==> config.mk <==
export PLATFORM = sky130hd
export DESIGN_NAME = tc_host_driver
export DESIGN_NICKNAME = d
export VERILOG_FILES = /design/src/rtl/tc_host_driver.sv
export SDC_FILE = /design/constraint.sdc
export NUM_CORES = 1
export LEC_CHECK = 0
export CORE_AREA = 2 2 144 146
export CTS_CLUSTER_DIAMETER = 200
export DETAILED_ROUTE_END_ITERATION = 7
export DIE_AREA = 0 0 146 148
export HOLD_SLACK_MARGIN = 0.05
export PLACE_DENSITY = 0.68
export SYNTH_ARGS = -nofsm -noshare
export SYNTH_HDL_FRONTEND = slang
export SYNTH_SLANG_ARGS = --single-unit
==> constraint.sdc <==
create_clock -name clk -period 2.1 [get_ports clk]
set_clock_uncertainty 0.2 [all_clocks]
set_input_delay 0.42 -clock clk [delete_from_list [all_inputs] [get_ports clk]]
set_output_delay 0.42 -clock clk [all_outputs]
set_load 0.01 [all_outputs]
==> src/rtl/tc_host_driver.sv <==
// Host-side driver for one tensor core: streams A and transposed-B rows into the core,
// starts compute, then captures the M*N result stream into a result write port.
module tc_host_driver #(
  parameter int M       = 16,
  parameter int K       = 16,
  parameter int N       = 16,
  parameter int DW_MUL  = 8,
  parameter int DW_ADD  = 32,
  parameter int DW_ROW  = DW_MUL * K,
  parameter int W_IDX   = 16,
  parameter int TIMEOUT = 65535
) (
  input  logic              clk,
  input  logic              reset,
  input  logic              start,
  output logic              busy,
  output logic              done,
  output logic              err_timeout,
  output logic              src_type,
  output logic [W_IDX-1:0]  src_row,
  input  logic              src_valid,
  output logic              src_ready,
  input  logic [DW_ROW-1:0] src_data,
  output logic              tc_enable,
  output logic [DW_ROW-1:0] tc_in_i,
  output logic              tc_in_type,
  output logic              tc_in_state,
  input  logic [1:0]        tc_out_state,
  input  logic [DW_ADD-1:0] tc_out_i,
  input  logic              tc_finish,
  output logic              res_valid,
  output logic [W_IDX-1:0]  res_idx,
  output logic [DW_ADD-1:0] res_data,
  output logic [2:0]        dbg_state_o
);

  localparam logic [2:0] S_IDLE   = 3'd0;
  localparam logic [2:0] S_KICK   = 3'd1;
  localparam logic [2:0] S_LOAD_A = 3'd2;
  localparam logic [2:0] S_LOAD_B = 3'd3;
  localparam logic [2:0] S_GO     = 3'd4;
  localparam logic [2:0] S_RUN    = 3'd5;
  localparam logic [2:0] S_DONE   = 3'd6;

  localparam int W_TMO = (TIMEOUT < 2) ? 1 : $clog2(TIMEOUT + 1);

  localparam logic [W_IDX-1:0] LAST_A   = W_IDX'(M - 1);
  localparam logic [W_IDX-1:0] LAST_B   = W_IDX'(N - 1);
  localparam logic [W_IDX-1:0] LAST_K   = W_IDX'(M * N - 1);
  localparam logic [W_TMO-1:0] TMO_LAST = W_TMO'(TIMEOUT - 1);

  logic [2:0]        state_q, state_d;
  logic [W_IDX-1:0]  row_q, row_d;
  logic [W_IDX-1:0]  k_q, k_d;
  logic [W_TMO-1:0]  tmo_q, tmo_d;
  logic              cap_q, cap_d;
  logic              err_q, err_d;
  logic              res_valid_q, res_valid_d;
  logic [W_IDX-1:0]  res_idx_q, res_idx_d;
  logic [DW_ADD-1:0] res_data_q, res_data_d;

  logic in_load;
  assign in_load = (state_q == S_LOAD_A) || (state_q == S_LOAD_B);

  // Row handshake: a row transfers in every cycle where src_valid && src_ready.
  // src_type/src_row are held until that transfer; src_ready only rises in the load states.
  always_comb begin
    state_d     = state_q;
    row_d       = row_q;
    k_d         = k_q;
    tmo_d       = tmo_q;
    cap_d       = 1'b0;
    err_d       = err_q;
    res_valid_d = 1'b0;
    res_idx_d   = res_idx_q;
    res_data_d  = res_data_q;
    case (state_q)
      S_IDLE: begin
        if (start && (tc_out_state == 2'b00)) state_d = S_KICK;
      end
      S_KICK: begin
        row_d   = '0;
        state_d = S_LOAD_A;
      end
      S_LOAD_A: begin
        if (src_valid) begin
          if (row_q == LAST_A) begin
            row_d   = '0;
            state_d = S_LOAD_B;
          end else begin
            row_d = row_q + 1'b1;
          end
        end
      end
      S_LOAD_B: begin
        if (src_valid) begin
          if (row_q == LAST_B) begin
            row_d   = '0;
            state_d = S_GO;
          end else begin
            row_d = row_q + 1'b1;
          end
        end
      end
      S_GO: begin
        tmo_d   = '0;
        k_d     = '0;
        state_d = S_RUN;
      end
      S_RUN: begin
        cap_d = tc_finish && (tc_out_state == 2'b11);
        tmo_d = tmo_q + 1'b1;
        // The core presents S[k] on out_i one cycle after the finish tap, hence cap_q.
        if (tmo_q == TMO_LAST) begin
          err_d   = 1'b1;
          cap_d   = 1'b0;
          state_d = S_DONE;
        end else if (cap_q) begin
          res_valid_d = 1'b1;
          res_idx_d   = k_q;
          res_data_d  = tc_out_i;
          k_d         = k_q + 1'b1;
          if (k_q == LAST_K) state_d = S_DONE;
        end
      end
      S_DONE: begin
        state_d = S_IDLE;
      end
      default: begin
        state_d = S_IDLE;
      end
    endcase
  end

  always_ff @(posedge clk) begin
    if (reset) begin
      state_q     <= S_IDLE;
      row_q       <= '0;
      k_q         <= '0;
      tmo_q       <= '0;
      cap_q       <= 1'b0;
      err_q       <= 1'b0;
      res_valid_q <= 1'b0;
      res_idx_q   <= '0;
      res_data_q  <= '0;
    end else begin
      state_q     <= state_d;
      row_q       <= row_d;
      k_q         <= k_d;
      tmo_q       <= tmo_d;
      cap_q       <= cap_d;
      err_q       <= err_d;
      res_valid_q <= res_valid_d;
      res_idx_q   <= res_idx_d;
      res_data_q  <= res_data_d;
    end
  end

  always_comb begin
    busy        = (state_q == S_KICK) || in_load || (state_q == S_GO) || (state_q == S_RUN);
    done        = (state_q == S_DONE);
    src_type    = (state_q == S_LOAD_B);
    src_row     = in_load ? row_q : '0;
    src_ready   = in_load && src_valid;
    tc_enable   = (state_q == S_KICK) || (state_q == S_GO) || (state_q == S_RUN) ||
                  (in_load && src_valid);
    tc_in_i     = (in_load && src_valid) ? src_data : '0;
    tc_in_type  = (state_q == S_LOAD_B);
    tc_in_state = (state_q == S_KICK) || (state_q == S_GO);
  end

  assign err_timeout = err_q;
  assign res_valid   = res_valid_q;
  assign res_idx     = res_idx_q;
  assign res_data    = res_data_q;
  assign dbg_state_o = state_q;

endmodule

Word level (Yosys, flattened, before mapping)
Index checks and enable logic that the tools add are counted.
{"block": "word_totals", "regBits": 102, "input_bits": 167, "elab_cells": 74}
{"block": "op_classes", "n_addsub": 3, "n_eq_ne": 20, "mux": 19, "bitwise_logic": 2, "n_reduce_logical": 21}
{"operator": "128-bit two-way mux", "count": 1}
{"operator": "16-bit one-hot mux with 2 select lines", "count": 3}
{"operator": "16-bit two-way mux", "count": 5}
{"operator": "16-bit by 1-bit adder with 16-bit output (second input constant)", "count": 3}
{"operator": "3-bit two-way mux", "count": 8}
{"operator": "3-bit one-hot mux with 6 select lines", "count": 1}
{"operator": "16-bit equality test (second input constant)", "count": 1}
{"operator": "16-bit by 4-bit equality test with 1-bit output (second input constant)", "count": 1}
{"operator": "16-bit by 8-bit equality test with 1-bit output (second input constant)", "count": 1}
{"operator": "3-bit equality test (second input constant)", "count": 3}
{"operator": "2-bit by 1-bit inequality test with 1-bit output (second input constant)", "count": 4}
{"operator": "2-bit inequality test (second input constant)", "count": 4}
{"operator": "1-bit logical OR", "count": 7}
{"operator": "7-bit AND reduction", "count": 1}
{"operator": "3-bit by 2-bit equality test with 1-bit output (second input constant)", "count": 2}
{"operator": "3-bit inequality test (second input constant)", "count": 2}
{"operator": "3-bit AND reduction", "count": 2}
{"operator": "2-bit AND reduction", "count": 2}
{"operator": "2-bit nonzero test", "count": 2}
{"operator": "3-bit by 1-bit equality test with 1-bit output (second input constant)", "count": 1}
{"operator": "1-bit logical AND", "count": 3}
{"operator": "3-bit logical NOT", "count": 1}
{"operator": "3-bit OR reduction", "count": 1}
{"operator": "2-bit equality test (second input constant)", "count": 1}
{"operator": "other kinds (4)", "count": 5}

Longest topological paths before layout
{"block": "depth", "word_depth": 5, "mapped_depth": 9, "mapped_depth_nobuf": 7}

Worst setup path after synthesis
Ideal clock, no wire load.
{"block": "synth_timing", "path_kind": "register to output", "start": "register state_q[1], in the netlist dbg_state_o[1]", "end": "output port tc_in_i[100]", "arrival_time_ps": 1526, "required_time_ps": 1480, "setup_slack_ps": -46, "stages_incl_launch_ff": 6, "path_buffers": 3, "path_cell_list": "dfxtp_1 > buf_2 > and2b_1 > clkbuf_1 > clkbuf_1 > and3_1"}
{"block": "synth_via", "elab_chain_cells": 4}
{"item": "start, declared", "line": "52", "source": "logic [2:0] state_q, state_d;"}
{"item": "start signal, assigned", "line": "147", "source": "state_q <= state_d;"}
{"item": "3-bit by 2-bit equality test with 1-bit output", "line": "63", "source": "assign in_load = (state_q == S_LOAD_A) || (state_q == S_LOAD_B);"}
{"item": "1-bit logical OR (*)", "line": "63"}
{"item": "1-bit logical AND (*)", "line": "167", "source": "tc_in_i = (in_load && src_valid) ? src_data : '0;"}
{"item": "128-bit two-way mux (*)", "line": "167"}
{"item": "end, declared", "line": "25", "source": "output logic [DW_ROW-1:0] tc_in_i,"}
Every way passes the cells marked *; elsewhere a longest branch is shown, timed or not.

Worst setup path after layout
{"block": "layout_timing", "start": "register state_q[2], in the netlist dbg_state_o[2]", "end": "output port tc_in_i[102]"}
Same word-level chain as after synthesis.

==> results.json <==
{
  "status": "complete, but fails checks",
  "violations": "setup timing",
  "cp_data_arrival_time_ns": 1.72,
  "cp-end-kind": "output port",
  "startpoint": "dbg_state_o[2]",
  "postSynthCellCount": 737,
  "core_um2": 20000,
  "critPathLaunchType": "register",
  "dpl_cell_area_um2": 9990,
  "viasPerCell": 5.08,
  "clkLatencyLatePin_ns": 0.35,
  "synth_seq_cells": 102,
  "cts_tree": "done",
  "wl_met3_um": 2670,
  "critical_path_required_ns": 1.48,
  "holdWs_ns": 0.177,
  "area_growth_pct": 116,
  "ys_async_sr_fraction": 0,
  "synthesis.nets": 908,
  "power_density_nw_per_um2": 513,
  "finalSetupTns_ns": -17.87,
  "fin_area_um2": 11900,
  "antenna_found_initial": 4,
  "setup_viol": 166,
  "synth_edf_count": 0,
  "min_path_cells": 2,
  "cts.sinks": 102,
  "postRouteAntennaNets": 0,
  "vias": 7379,
  "initial_utilization": 0.274,
  "io_pins": 371,
  "drt-total-wl_um": 29400,
  "cp_slowest_cell": "dfxtp_2",
  "wl_met1_um": 12600,
  "grt_max_degree": 48,
  "worstPathCellList": "and2b_4 > buf_4 > clkbuf_16 > and3_4 > clkdlybuf4s15_2",
  "netlist_area_um2": 5490,
  "period_minus_slack_ns": 2.34,
  "drive_gt1_frac": 0.405,
  "r2r-start": "tmo_q[4]",
  "ctsHoldBuffers": 0,
  "gp_congestion": 0.974,
  "grt.total_usage": 0.231,
  "finalCritPeriodShare": 1.12,
  "final_cell_mix": "clkdlybuf4s50_1, buf_6, nand2_1",
  "clkTransAtPathRegs_ns": 0.07,
  "hold_path_class": "primary input to register",
  "drt_iter0_markers": 354,
  "slowest_delay_ns": 0.32,
  "crit_type": "register to output port",
  "n_fill_cell": 1783,
  "wl_met2_um": 13300,
  "irDropWorstVdd_mv": 0.453,
  "relSlewSlack": 0.653,
  "wl_per_cell_um": 20.3,
  "dp.cells": 1381,
  "instances_no_fill": 1452,
  "fin_nets": 1346,
  "reg2regPathDepth": 7,
  "root_buffer": "clkbuf_16",
  "crit_cells": 5,
  "max_freq_ghz": 0.427,
  "drcViolationCount": 0,
  "cap_violations": 0,
  "rows": 52,
  "avgSynthCellArea_um2": 7.44,
  "drt_pre_antenna_iters": 5,
  "ys.flop_type": "dfxtp_1",
  "fin_ws_ns": -0.243,
  "portBuffers": 370,
  "leakage_uw": 0.00481,
  "cpLargestDelayFamily": "buffers and inverters",
  "final_common_cell": "clkdlybuf4s50_1",
  "cts_buffers": 9,
  "hold_start": "reset",
  "holdPathEnd": "dbg_state_o[1]",
  "hpwlAfterDp_um": 19900,
  "overflow": 0,
  "reg2reg_to": "k_q[6]",
  "dieHeight_um": 148,
  "ys_warn_count": 0,
  "die_area_um2": 21600,
  "final_hold_viol_count": 0,
  "ff2ff_setup_slack_ns": -0.08,
  "clk_path_buf_depth": 2,
  "ctsHtreeMaxLevel": 3,
  "grt_pass1_wl_um": 38900,
  "synth-seq-area-share": 0.372,
  "worstMarginPinSlew_ns": 0.521,
  "yosysUniqueCellTypes": 54,
  "final_util": 0.592,
  "dr.max_layer_used": "met5",
  "grt_pass1_vias": 6589,
  "cp_max_fo": 12,
  "grt_setup_unrepaired": "true",
  "die_w_um": 146,
  "slew_viol_final": 0,
  "crit_buf_inv": 3
}
==> final cells by class <==
class	instances	area [um2]	area share
multi-input cells	559	3900	0.329
inverters	9	33.8	0.00285
diodes	2	5.00	0.000422
repair buffers	494	5210	0.439
clock buffers	11	253	0.0213
flip-flops and latches	102	2060	0.174
well taps	270	338	0.0285
clock inverters	5	61.3	0.00517
==> cell usage after synthesis, drive strengths merged (2+ instances only) <==
cell    count  area, um2
a211oi      3       27.5
clkbuf     55        206
xnor2      12        105
ha          4       50.1
nand4      11       75.1
and4        2       17.5
a21o        8       60.1
dfxtp     102       2040
or4        10       78.8
or3        13       82.6
nor4        6       37.5
nand3      18       90.1
and2       18        113
inv         9       33.8
nand2b      2       12.5
xor2        5       43.8
nand2     128        480
o21ai      17       85.1
and3      135        845
nor3       13       70.1
o31ai       5       51.3
a21oi      78        390
buf        12       71.3
a31oi       6       37.5
o211ai      2       20.0
mux2i       3       30.0
nor2       42        158
nand4b      2       17.5
nor2b       2       12.5
==> timing repair <==
action                     CTS  global route
gates resized for setup    347           555
gates cloned                 3            22
pin swaps                    0            99
setup endpoints to repair  214           240
setup buffers                7            24
==> layer usage <==
| metal | GRT usage | vias up |
|---|---|---|
| met5 | 0 | - |
| met4 | 0.0636 | 4 |
| met3 | 0.0815 | 63 |
| met2 | 0.353 | 315 |
| met1 | 0.310 | 3529 |
| li1 | - | 3468 |
==> metrics by stage <==
| stage | setup slack [ns] | power [uW] |
|---|---|---|
| after floorplan | 0.00636 | 2630 |
| after global placement | -0.287 | 3650 |
| after detailed placement | -0.247 | 3650 |
| after CTS | -0.475 | 5540 |
| after global routing | -0.291 | 6310 |
| final | -0.243 | 6090 |
==> cell families after synthesis <==
logic type                 share of synthesized area
AOI/OAI and AO/OA                              0.139
xor gates and xnor gates                      0.0271
and+or+nand+nor                                0.388
buffers and inverters                         0.0568
adders and majority gates                    0.00912
muxes                                        0.00753
DFF                                            0.372
==> worst max-delay path by stage <==
stage	endpoint	slack, ns
detailed placement	tc_in_i[36]	-0.25
finish	tc_in_i[102]	-0.24
CTS	tc_in_i[93]	-0.47
floorplan	res_data[10]	0.006
global route	tc_in_i[103]	-0.29
global placement	tc_in_i[36]	-0.29
==> flip-flops by register name, summed over array words and instances, names as in the netlist <==
signal	cells
res_valid	1
res_data	32
dbg_state_o	3
res_idx	16
row_q	16
err_timeout	1
k_q	16
tmo_q	16
cap_q	1
==> report_power, final <==
part	total [uW]	internal, uW	switching, uW
logic	2330	1340	992
registers	1990	1960	35.7
clock network	1770	1000	765
total	6090	4300	1790
Note: power is estimated with default switching activity, not from simulation.
